File: config.mk
export PLATFORM = sky130hd
export DESIGN_NAME = bram_rr_arbiter_flat
export DESIGN_NICKNAME = d
export VERILOG_FILES = /design/src/rtl/bram_rr_arbiter_pkg.sv /design/src/rtl/bram_rr_arbiter_if.sv /design/src/rtl/bram_rr_arbiter_core.sv /design/src/rtl/bram_rr_arbiter.sv /design/src/flat_wrapper.sv
export SDC_FILE = /design/constraint.sdc
export NUM_CORES = 1
export LEC_CHECK = 0
export CAP_MARGIN = 10
export CELL_PAD_IN_SITES_DETAIL_PLACEMENT = 1
export CELL_PAD_IN_SITES_GLOBAL_PLACEMENT = 1
export CORE_MARGIN = 3
export CORE_UTILIZATION = 18
export CTS_CLUSTER_DIAMETER = 200
export CTS_CLUSTER_SIZE = 12
export DETAILED_ROUTE_END_ITERATION = 10
export PLACE_DENSITY_LB_ADDON = 0.1
export SLEW_MARGIN = 5
export SYNTH_ARGS = -nofsm -noshare
export SYNTH_HDL_FRONTEND = slang
export SYNTH_SLANG_ARGS = --single-unit
export TNS_END_PERCENT = 50
File: constraint.sdc
create_clock -name clk -period 3.93 [get_ports clk]
set_input_delay 0.393 -clock clk [delete_from_list [all_inputs] [get_ports clk]]
set_output_delay 0.393 -clock clk [all_outputs]
set_load 0.03 [all_outputs]
File: src/rtl/bram_rr_arbiter_pkg.sv
// Shared types and helpers for the round-robin BRAM arbiter.
// Latency: n/a (types only); backpressure: n/a.
package bram_arb_pkg;

    localparam int BRAM_DEFAULT_LATENCY = 3;
    localparam int MAX_ID_W             = 3;

    // Requester ID width; a single requester bit still needs one ID bit.
    function automatic int id_width(input int n);
        return (n <= 2) ? 1 : $clog2(n);
    endfunction

    typedef struct packed {
        logic                vld;
        logic [MAX_ID_W-1:0] id;
    } trk_entry_t;

endpackage

File: src/rtl/bram_rr_arbiter_if.sv
// Requester-side bundle of the BRAM arbiter: packed per-requester request lanes plus grant/return.
// Latency: n/a (wiring only); backpressure: req is held until gnt.
interface bram_rr_arbiter_if #(
    parameter int NUM_REQ    = 4,
    parameter int ADDR_WIDTH = 15,
    parameter int DATA_WIDTH = 32
);
    logic [NUM_REQ-1:0]            req;
    logic [NUM_REQ-1:0]            we;
    logic [NUM_REQ*ADDR_WIDTH-1:0] addr;
    logic [NUM_REQ*DATA_WIDTH-1:0] din;
    logic [NUM_REQ-1:0]            gnt;
    logic [NUM_REQ-1:0]            rvalid;
    logic [DATA_WIDTH-1:0]         rdata;
    logic                          busy;

    modport master (
        output req, we, addr, din,
        input  gnt, rvalid, rdata, busy
    );

    modport slave (
        input  req, we, addr, din,
        output gnt, rvalid, rdata, busy
    );
endinterface

File: src/rtl/bram_rr_arbiter_core.sv
// Combinational round-robin pick: first asserted req scanning upward from ptr, wrapping.
// Latency: 0 cycles; backpressure: none, losers simply see gnt=0.
module rr_arbiter_core #(
    parameter int NUM_REQ = 4,
    parameter int ID_W    = 2
) (
    input  logic [NUM_REQ-1:0] req,
    input  logic [ID_W-1:0]    ptr,
    output logic [NUM_REQ-1:0] gnt,
    output logic [ID_W-1:0]    win
);

    always_comb begin
        int   idx;
        logic found;
        gnt   = '0;
        win   = '0;
        found = 1'b0;
        idx   = 0;
        for (int i = 0; i < NUM_REQ; i++) begin
            idx = int'(ptr) + i;
            if (idx >= NUM_REQ) idx = idx - NUM_REQ;
            if (!found && req[idx]) begin
                found    = 1'b1;
                gnt[idx] = 1'b1;
                win      = ID_W'(idx);
            end
        end
    end

endmodule

File: src/rtl/bram_rr_arbiter.sv
// Shares one single-port BRAM among NUM_REQ requesters, round-robin, one access per cycle.
// Latency: grant same cycle, read return READ_LATENCY cycles later; backpressure: losers hold req.
module bram_rr_arbiter
    import bram_arb_pkg::*;
#(
    parameter int NUM_REQ      = 4,
    parameter int READ_LATENCY = BRAM_DEFAULT_LATENCY,
    parameter int ADDR_WIDTH   = 15,
    parameter int DATA_WIDTH   = 32
) (
    input  logic                  clk,
    input  logic                  rst,
    bram_rr_arbiter_if.slave      bus,
    output logic                  bram_en,
    output logic                  bram_we,
    output logic [ADDR_WIDTH-1:0] bram_addr,
    output logic [DATA_WIDTH-1:0] bram_din,
    input  logic [DATA_WIDTH-1:0] bram_dout
);

    localparam int ID_W = id_width(NUM_REQ);

    logic [ID_W-1:0]    ptr;
    logic [ID_W-1:0]    win;
    logic [NUM_REQ-1:0] req_m;
    logic [NUM_REQ-1:0] gnt;
    logic               granted;
    logic               rd_issue;
    logic [NUM_REQ-1:0] rvalid;
    logic               busy;
    trk_entry_t         pipe [READ_LATENCY];
    trk_entry_t         trk_out;

    // Requests are masked during reset so nothing is granted or driven to the BRAM.
    assign req_m = rst ? '0 : bus.req;

    rr_arbiter_core #(
        .NUM_REQ (NUM_REQ),
        .ID_W    (ID_W)
    ) u_core (
        .req (req_m),
        .ptr (ptr),
        .gnt (gnt),
        .win (win)
    );

    assign granted  = |gnt;
    assign rd_issue = granted & ~bus.we[win];
    assign bus.gnt  = gnt;

    always_comb begin
        bram_en   = granted;
        bram_we   = 1'b0;
        bram_addr = '0;
        bram_din  = '0;
        if (granted) begin
            bram_we   = bus.we[win];
            bram_addr = bus.addr[int'(win)*ADDR_WIDTH +: ADDR_WIDTH];
            bram_din  = bus.din[int'(win)*DATA_WIDTH +: DATA_WIDTH];
        end
    end

    always_ff @(posedge clk or posedge rst) begin
        if (rst) begin
            ptr <= '0;
        end else if (granted) begin
            ptr <= (int'(win) == NUM_REQ - 1) ? '0 : win + 1'b1;
        end
    end

    // Tracking pipeline mirrors the BRAM read latency so the last stage lines up with valid dout.
    always_ff @(posedge clk or posedge rst) begin
        if (rst) begin
            for (int s = 0; s < READ_LATENCY; s++) pipe[s] <= '0;
        end else begin
            pipe[0] <= '{vld: rd_issue, id: MAX_ID_W'(win)};
            for (int s = 1; s < READ_LATENCY; s++) pipe[s] <= pipe[s-1];
        end
    end

    assign trk_out = pipe[READ_LATENCY-1];

    always_comb begin
        rvalid = '0;
        busy   = 1'b0;
        for (int i = 0; i < NUM_REQ; i++) rvalid[i] = trk_out.vld && (trk_out.id == MAX_ID_W'(i));
        for (int s = 0; s < READ_LATENCY; s++) busy = busy | pipe[s].vld;
    end

    assign bus.rvalid = rvalid;
    assign bus.rdata  = trk_out.vld ? bram_dout : '0;
    assign bus.busy   = busy;

endmodule
File: src/flat_wrapper.sv
// flat-port wrapper written by rule: the top's interface ports become plain ports
module bram_rr_arbiter_flat import bram_arb_pkg::*;
#(
    parameter int NUM_REQ      = 4,
    parameter int READ_LATENCY = BRAM_DEFAULT_LATENCY,
    parameter int ADDR_WIDTH   = 15,
    parameter int DATA_WIDTH   = 32
)
  (clk, rst, bram_en, bram_we, bram_addr, bram_din, bram_dout, bus_req, bus_we, bus_addr, bus_din, bus_gnt, bus_rvalid, bus_rdata, bus_busy);
  bram_rr_arbiter_if #(.NUM_REQ(NUM_REQ), .ADDR_WIDTH(ADDR_WIDTH), .DATA_WIDTH(DATA_WIDTH)) bus_i ();
  input  logic clk;
  input  logic rst;
  output logic bram_en;
  output logic bram_we;
  output logic [ADDR_WIDTH-1:0] bram_addr;
  output logic [DATA_WIDTH-1:0] bram_din;
  input  logic [DATA_WIDTH-1:0] bram_dout;
  input wire logic [$bits(bus_i.req)-1:0] bus_req;
  input wire logic [$bits(bus_i.we)-1:0] bus_we;
  input wire logic [$bits(bus_i.addr)-1:0] bus_addr;
  input wire logic [$bits(bus_i.din)-1:0] bus_din;
  output wire logic [$bits(bus_i.gnt)-1:0] bus_gnt;
  output wire logic [$bits(bus_i.rvalid)-1:0] bus_rvalid;
  output wire logic [$bits(bus_i.rdata)-1:0] bus_rdata;
  output wire logic [$bits(bus_i.busy)-1:0] bus_busy;
  assign bus_i.req = bus_req;
  assign bus_i.we = bus_we;
  assign bus_i.addr = bus_addr;
  assign bus_i.din = bus_din;
  assign bus_gnt = bus_i.gnt;
  assign bus_rvalid = bus_i.rvalid;
  assign bus_rdata = bus_i.rdata;
  assign bus_busy = bus_i.busy;
  bram_rr_arbiter #(.NUM_REQ(NUM_REQ), .READ_LATENCY(READ_LATENCY), .ADDR_WIDTH(ADDR_WIDTH), .DATA_WIDTH(DATA_WIDTH)) u_core (.clk(clk), .rst(rst), .bus(bus_i), .bram_en(bram_en), .bram_we(bram_we), .bram_addr(bram_addr), .bram_din(bram_din), .bram_dout(bram_dout));
endmodule
==> flow_metrics.py <==
metrics = {
    "die": {
        "core_mm2": 0.0161,
        "start_util_pct": 18.6,
        "num_rows": 46,
        "ios": 320,
        "die_w_um": 135,
        "fp.dieArea_mm2": 0.0182,
        "fp.dieH_um": 135,
    },
    "finish": {
        "fillers": 1926,
        "utilization_pct": 39.4,
        "finalNetCount": 944,
        "seqCellArea_um2": 275,
        "area_growth_pct": 112,
        "drive_gt1_share_pct": 11.4,
        "multi_input_area_mm2": 0.00250,
    },
    "yosys": {
        "synth_top_area_cell": "mux2i_1",
        "syn_inst": 407,
        "synth.top_cell.area_share_pct": 33.4,
        "synth_area_leaders": "mux2i_1 33%, nand2_1 13%, and3_1 10%",
        "syn-mean-instance-area_um2": 7.37,
        "ys_warn_count": 0,
        "netlist_area_mm2": 0.00300,
        "synth.distinct_cells": 41,
        "synthesis.nets": 646,
        "synth_edf_count": 0,
        "synth_seq_cells": 11,
        "async_flop_share_pct": 100,
        "ys_seq_area_share_pct": 9.18,
        "synthTopCellsByCount": "100 x mux2i_1, 100 x nand2_1, 48 x and3_1, 33 x and2_1, 12 x buf_2",
        "ys.flop_type": "dfrtp_1",
    },
    "sta": {
        "hold_viol": 0,
        "finalCritPeriodShare_pct": 93.7,
        "whs_ns": 0.350,
        "rsz0062_at_grt": "no",
        "fmax_mhz": 272,
        "setup_viol": 0,
        "setup-tns-final_ns": 0,
        "fin_skew_ns": 0.00135,
        "worst_pin_slew_ns": 0.795,
        "max-slew-margin-rel_pct": 47.0,
        "drv_slew": 0,
        "min_period_ns": 3.68,
    },
    "worst_setup_path": {
        "cp.arrival_ns": 3.29,
        "r2r_slack_ns": 0.82,
        "path_common_cell": "buf_4",
        "path_buf_inv": 3,
        "startpoint_type": "register",
        "crit_fanout": 51,
        "crit_slowest_cell": "or4_4",
        "critPathKind": "register to primary output",
        "path_cells": "inv_1, ha_2, and3b_1, o211a_1, o21ai_0, nand4_1, or4_4, buf_4, and3_1, buf_4",
        "crit_required_ns": 3.54,
        "end_kind": "primary output",
        "cp_slowest_stage_delay_ns": 0.52,
        "crit_family": "simple AND/OR/NAND/NOR gates",
    },
    "detailed_routing": {
        "top_layer": "met4",
        "wl_met2_um": 8930,
        "wire_per_inst_um": 17.9,
        "wl_met1_um": 5790,
        "wl_um": 16400,
        "route.detailed.drc": 0,
        "drt_iter0_drc": 89,
        "wl_met3_um": 1420,
        "first_pass_iters": 4,
        "num_vias": 4060,
        "avgViaCountPerCell": 4.41,
        "ant_nets": 0,
    },
    "pwr": {
        "ir_worst_vdd_mv": 0.478,
        "total_power_mw": 4.40,
        "p_leak_nw": 3.25,
        "powerDensity_mw_per_mm2": 693,
    },
    "clocking": {
        "cts_sinks": 11,
        "cts_buffers": 3,
        "cts_hold_buf": 0,
        "post_cts_buffers": 0,
        "clk_pin_slew_worst_paths_ns": 0.04,
        "clock_latency_ns": 0.23,
        "htreeDepth": 1,
        "root_buffer": "clkbuf_16",
        "cts_tree": "built",
        "clockBufferDepth": 2,
    },
    "global_route": {
        "grt_pass1_vias": 4315,
        "grt_pass1_wl_um": 23900,
        "gr-total-overflow": 0,
        "grt_max_degree": 52,
        "grtUsageTotal_pct": 16.4,
        "grt_antenna_before_repair": 0,
    },
    "placement": {
        "port_buffers": 319,
        "gp_congestion": 0.848,
        "hpwlAfterDp_um": 13900,
    },
    "flow_run": {
        "cap_violations": 0,
    },
    "min_path": {
        "hold_class": "register to register",
    },
    "run_status": {
        "status": "complete, no violations",
    },
}
sequential cells by signal (all words and copies together) (netlist names):
name         cells
u_core.pipe      9
u_core.ptr       2
final timing paths:
path,from,endpoint,cells after the start
max in group asynchronous,rst,u_core.pipe[5],2
worst max register to register,u_core.ptr[0],u_core.ptr[0],9
worst min register to register,u_core.pipe[5],u_core.pipe[1],0
worst max-delay path,u_core.ptr[0],bram_din[29],10
min in group asynchronous,rst,u_core.pipe[1],2
worst min-delay path,u_core.pipe[5],u_core.pipe[1],0
layout make-up:
cell class                 count  area share [%]
antenna                        1          0.0394
clock buffer                   4            1.24
inverter                       5           0.296
multi-input combinational    354            39.4
sequential                    11            4.33
tap                          216            4.26
timing repair buffer         330            50.5
report_power, final:
| part | internal, mW | total [mW] | switching (mW) |
|---|---|---|---|
| Clock | 0.136 | 0.182 | 0.0466 |
| Sequential | 0.152 | 0.194 | 0.0413 |
| Combinational | 1.67 | 4.03 | 2.36 |
cells in the final DEF, fill, tap and decap left out, types with 7 or more instances in the layout:
cell type	n
and2_1	33
and3_1	48
buf_4	55
clkdlybuf4s50_1	271
dfrtp_1	11
ha_1	8
mux2i_1	100
nand2_1	100
nand4_1	7
nor2_1	9
repair_timing:
item	4_1_cts	5_1_grt
setup endpoints to repair	0	21
endpoints found under the hold margin	0	0
resized for setup	0	1
metrics by stage:
| step | instance area, um2 | worst slack (ns) | cells |
|---|---|---|---|
| after global routing | 6350 | 0.0609 | 920 |
| final | 6350 | 0.249 | 921 |
| after CTS | 6350 | 0.138 | 920 |
| after floorplan | 3000 | 0.324 | 407 |
| after global placement | 6270 | 0.398 | 916 |
| after detailed placement | 6270 | 0.366 | 916 |
per-layer routing:
layer / global-route usage (%) / vias up
met3: 5.63 / 14
li1: - / 2000
met2: 32.5 / 177
met1: 16.4 / 1869
met5: 0 / -
met4: 3.58 / 0
logic make-up (layout without fill, tap and decap cells):
kind of cell | Yosys count | count (layout) | share of synthesized area [%]
adders and majority gates | 9 | 9 | 3.76
and+or+nand+nor | 223 | 223 | 38.2
buffers and inverters | 42 | 339 | 8.14
AOI/OAI and AO/OA | 16 | 16 | 4.59
other | 0 | 1 | 0
muxes | 106 | 106 | 36.1
DFF | 11 | 11 | 9.18
Note: power is estimated with default switching activity, not from simulation.
